## src/rtl/shift_add_mult_pkg.sv

```systemverilog
// Shared types and constants for the sequential 8x8 shift-and-add multiplier.
package shift_add_mult_pkg;

  typedef enum logic [1:0] {
    IDLE = 2'd0,
    RUN  = 2'd1,
    DONE = 2'd2
  } state_t;

  localparam int MUL_W  = 8;
  localparam int PROD_W = 16;
  localparam int ITER   = 8;

endpackage

```

## src/rtl/carry_lookahead_adder.sv

```systemverilog
// Existing 8-bit carry-lookahead adder (carry-in tied low), reused by the multiplier.
module carry_lookahead_adder (
  input  logic [7:0] a,
  input  logic [7:0] b,
  output logic [7:0] s,
  output logic       cout
);

  logic [7:0] g;
  logic [7:0] p;
  logic [8:0] c;

  always_comb begin
    g    = a & b;
    p    = a ^ b;
    c    = '0;
    for (int i = 0; i < 8; i++) begin
      c[i+1] = g[i] | (p[i] & c[i]);
    end
    s    = p ^ c[7:0];
    cout = c[8];
  end

endmodule

```

## src/rtl/shift_add_multiplier.sv

```systemverilog
// Sequential 8x8 unsigned shift-and-add multiplier with start/busy/done handshake.
// Optional early termination when the remaining multiplier bits are zero: SHIFT_ADD_MULT_EARLY_TERM_EN.
//
// state | meaning
// IDLE  | waiting for start
// RUN   | one add/shift iteration per cycle
// DONE  | product valid, done high for this cycle; start here is accepted back-to-back
module shift_add_multiplier
  import shift_add_mult_pkg::*;
#(
  parameter int WIDTH = 8,
  parameter int CNT_W = 4
) (
  input  logic               clk,
  input  logic               rst,
  input  logic               start,
  input  logic [WIDTH-1:0]   a,
  input  logic [WIDTH-1:0]   b,
  output logic               busy,
  output logic               done,
  output logic [2*WIDTH-1:0] product
);

  generate
    if (WIDTH != MUL_W) begin : g_bad_width
      $error("shift_add_multiplier: only WIDTH=8 is supported");
    end
    if ((2 ** CNT_W) <= ITER) begin : g_bad_cnt_w
      $error("shift_add_multiplier: CNT_W too narrow to hold WIDTH");
    end
  endgenerate

  state_t            state, state_nxt;
  logic [MUL_W-1:0]  m_q, a_q, q_q;
  logic              c_q;
  logic [CNT_W-1:0]  cnt, cnt_inc, shamt;
  logic [MUL_W-1:0]  addend, sum;
  logic              cout;
  logic [PROD_W:0]   acc, shift_val;
  logic [PROD_W-1:0] early_val;
  logic              last_iter, early_term, load;

  carry_lookahead_adder u_cla (
    .a    (a_q),
    .b    (addend),
    .s    (sum),
    .cout (cout)
  );

  always_comb begin
    addend    = q_q[0] ? m_q : '0;
    acc       = {c_q, a_q, q_q};
    // cout lands in bit 16 before the shift, so it ends up in A[7]
    shift_val = {cout, sum, q_q} >> 1;
    cnt_inc   = cnt + 1'b1;
    shamt     = CNT_W'(ITER) - cnt;
    early_val = PROD_W'(acc >> shamt);
    last_iter = (cnt_inc == CNT_W'(ITER));
`ifdef SHIFT_ADD_MULT_EARLY_TERM_EN
    early_term = ((q_q & ({MUL_W{1'b1}} >> cnt)) == '0);
`else
    early_term = 1'b0;
`endif
    load      = start && ((state == IDLE) || (state == DONE));

    state_nxt = state;
    case (state)
      IDLE:    if (start) state_nxt = RUN;
      RUN:     if (early_term || last_iter) state_nxt = DONE;
      DONE:    state_nxt = start ? RUN : IDLE;
      default: state_nxt = IDLE;
    endcase
  end

  always_ff @(posedge clk or posedge rst) begin
    if (rst) state <= IDLE;
    else     state <= state_nxt;
  end

  always_ff @(posedge clk or posedge rst) begin
    if (rst) begin
      m_q     <= '0;
      a_q     <= '0;
      q_q     <= '0;
      c_q     <= 1'b0;
      cnt     <= '0;
      product <= '0;
    end else if (load) begin
      m_q <= a;
      q_q <= b;
      a_q <= '0;
      c_q <= 1'b0;
      cnt <= '0;
    end else if (state == RUN) begin
      if (early_term) begin
        product <= early_val;
      end else begin
        {c_q, a_q, q_q} <= shift_val;
        cnt             <= cnt_inc;
        if (last_iter) product <= shift_val[PROD_W-1:0];
      end
    end
  end

  assign busy = (state == RUN);
  assign done = (state == DONE);

endmodule

```

## config.mk

```make
export PLATFORM = sky130hd
export DESIGN_NAME = shift_add_multiplier
export DESIGN_NICKNAME = d
export VERILOG_FILES = /design/src/rtl/shift_add_mult_pkg.sv /design/src/rtl/carry_lookahead_adder.sv /design/src/rtl/shift_add_multiplier.sv
export SDC_FILE = /design/constraint.sdc
export NUM_CORES = 1
export LEC_CHECK = 0
export BUFFER_PORTS_ARGS = -buffer_cell sky130_fd_sc_hd__buf_4
export CAP_MARGIN = 10
export CELL_PAD_IN_SITES_DETAIL_PLACEMENT = 1
export CELL_PAD_IN_SITES_GLOBAL_PLACEMENT = 1
export CORE_MARGIN = 3
export CORE_UTILIZATION = 43
export DETAILED_ROUTE_END_ITERATION = 10
export PLACE_DENSITY = 0.84
export SKIP_LAST_GASP = 1
export SYNTH_ARGS = -nofsm -noshare
export SYNTH_HDL_FRONTEND = slang
export SYNTH_SLANG_ARGS = --single-unit
```

## constraint.sdc

```tcl
create_clock -name clk -period 5 [get_ports clk]
set_clock_uncertainty 0.15 [all_clocks]
set_input_delay 0.5 -clock clk [delete_from_list [all_inputs] [get_ports clk]]
set_output_delay 0.5 -clock clk [all_outputs]
set_load 0.005 [all_outputs]
```

==> flow_summary.yaml <==
outcome:
  status: "completed"
clock_network:
  cts_htree_levels: 2
  cts_sinks: 46
  cts_setup_buffers: 0
  cts_buffer_depth: 2
  cts_tree: "yes"
  insertion_delay_ns: 0.30
  root_buffer: "clkbuf_8"
  cts_made_buffers: 5
  ctsHoldBuffers: 0
  clk_pin_slew_ns: 0.09
  ctsResizeCount: 0
synthesis:
  synthDistinctLibCells: 28
  synth_area_um2: 2080
  synthesis.nets: 213
  avgSynthCellArea_um2: 11.2
  synth-seq-cells: 46
  yosysSeqAreaShare_pct: 55.4
  synth_cells: 185
  ys_warn_count: 0
die:
  num_io_pins: 37
  initial_core_util_pct: 46.2
  core_area_um2: 4500
  die_x_um: 75.5
  die_y_um: 75.5
  fp-row-count: 24
  dieArea_um2: 5710
final_layout:
  n_antenna_cell: 0
  area_delta_synth_final_pct: 18.8
  drive_gt1_share_pct: 25.9
  fin_nets: 247
  layout_commonest_cell: "dfrtp_1"
  mostFrequentLayoutCells: "dfrtp_1, nand2_1, buf_4"
worst_setup_path:
  startpoint_type: "flop"
  path_max_fanout: 9
  worst-r2r-cell-count: 13
  crit_top_cell: "fa_1"
  crit_chain: "and2_1 > ha_1 > inv_1 > fa_1 > fa_1 > fa_1 > fa_1 > fa_1 > inv_1 > fa_1 > inv_1 > fa_1 > mux2i_1"
  critPathMaxStageDelay_ns: 0.50
  path_class: "reg -> reg"
  crit_required_ns: 5.01
  arrival_ns: 3.98
  crit_slowest_cell: "fa_1"
  critPathCaptureType: "flop"
placement:
  gp_congestion: 0.781
  place_worst_setup_slack_ns: 1.02
  dp_hpwl_mm: 3.09
  numPortBuffers: 36
drt:
  first_iter_violations: 84
  viasPerCell: 5.23
  detail-route-antenna-nets: 0
  avgRoutedWirePerCell_um: 16.0
  drc: 0
  first_pass_iters: 4
  vias: 1422
  routed_wl_mm: 4.35
sta:
  worst_slew_pin_slew_ns: 0.999
  min_period_over_period_pct: 79.6
  rsz0062_at_grt: "no"
  final-setup-viol-count: 0
  fmax_mhz: 251
  fin_setup_tns_ns: 0
  fin_crit_ns: 3.98
  slew_violations: 0
  final-hold-violation-count: 0
  relSlewSlack_pct: 33.4
  worst_slack_ns: 1.02
grt:
  antenna_found_initial: 0
  grt_max_degree: 47
  grt_remaining_overflow: 0
  grt_pass1_vias: 1497
  globalRouteTotalUtil_pct: 17.3
  grt_pass1_wl_mm: 7.38
worst_hold_path:
  min_path_cells: 3
  holdCritPathClass: "in -> reg"
pwr:
  powerDensity_nw_per_um2: 617
  power.leakage_nw: 1.20
  peakVddDrop_mv: 0.267
job:
  maxCapViolCount: 0
[critical path, delay by kind of cell, from the launching register on]
kind	cells	cell delay [ns]
fa+ha+maj	8	2.80
simple gates	1	0.17
flops	1	0.47
buf+inv	3	0.19
mux	1	0.07
[Yosys cell counts (all sizes together)]
| master | instances | area share [%] |
|---|---|---|
| dfrtp | 46 | 55 |
| nand2 | 42 | 7.6 |
| inv | 18 | 3.2 |
| mux2 | 10 | 5.8 |
| nand3 | 10 | 2.4 |
| a22oi | 8 | 2.9 |
| mux2i | 8 | 3.9 |
| fa | 7 | 6.7 |
| buf | 5 | 2.0 |
| clkbuf | 5 | 0.90 |
| o22ai | 5 | 1.5 |
| a41oi | 2 | 0.84 |
| and2 | 2 | 0.60 |
| ha | 2 | 1.2 |
| nand2b | 2 | 0.60 |
| nor2b | 2 | 0.60 |
| o21ai | 2 | 0.48 |
| o2bb2ai | 2 | 0.84 |
| a21boi | 1 | 0.36 |
| a22o | 1 | 0.42 |
| a31oi | 1 | 0.30 |
| and3b | 1 | 0.42 |
| nor2 | 1 | 0.18 |
| o2111a | 1 | 0.54 |
| or2 | 1 | 0.30 |
[per-stage QoR]
step	total power [W]	utilization, %	instances	hold slack, ns	area [um2]
after floorplan	0.00104	-	185	0.287	2080
after global placement	0.00123	52.4	264	0.309	2360
after detailed placement	0.00127	52.4	264	0.315	2360
after CTS	0.00155	54.8	272	0.241	2470
after global routing	0.00165	54.8	272	0.241	2470
final	0.00152	54.8	272	0.242	2470
[final timing paths]
check / start / end / slack [ns]
max reg2reg: q_q[0] / product[14] / 1.02
min reg2reg: m_q[2] / m_q[2] / 0.33
min: a[5] / m_q[5] / 0.24
max: q_q[0] / product[14] / 1.02
min in group asynchronous: rst / a_q[6] / 0.26
max in group asynchronous: rst / m_q[4] / 3.85
[cell type report]
class	count	area, um2
tap	52	65.1
sequential	46	1150
clock inverter	3	40.0
timing repair buffer	37	278
multi-input combinational	111	800
fill	503	2030
clock buffer	5	68.8
inverter	18	67.6
[kinds of logic after synthesis]
kind of cell	Yosys count	share of synthesized area (%)
DFF	46	55.4
adders and majority gates	9	7.94
AOI/OAI and AO/OA	23	8.18
buffers and inverters	28	6.20
and+or+nand+nor	61	12.7
muxes	18	9.63
[registers in the layout (all words and copies together), names as in the netlist]
name / cells
state: 2
cnt: 4
a_q: 8
product: 16
q_q: 8
m_q: 8
[per-layer routing]
| metal | up-vias | wire length [um] | track usage [%] |
|---|---|---|---|
| met5 | - | 0 | 0 |
| met4 | 0 | 25 | 5.63 |
| met3 | 3 | 192 | 4.62 |
| met2 | 30 | 2110 | 26.1 |
| met1 | 706 | 2030 | 24.6 |
| li1 | 683 | - | - |
[where the power goes]
group | internal [W] | switching, W | total, W | leakage (nW)
Clock | 0.000147 | 0.000123 | 0.000270 | 0.0579
Combinational | 0.000292 | 0.000312 | 0.000604 | 0.564
Sequential | 0.000538 | 0.000112 | 0.000650 | 0.580
No activity file was read; power rests on OpenSTA's default activity.
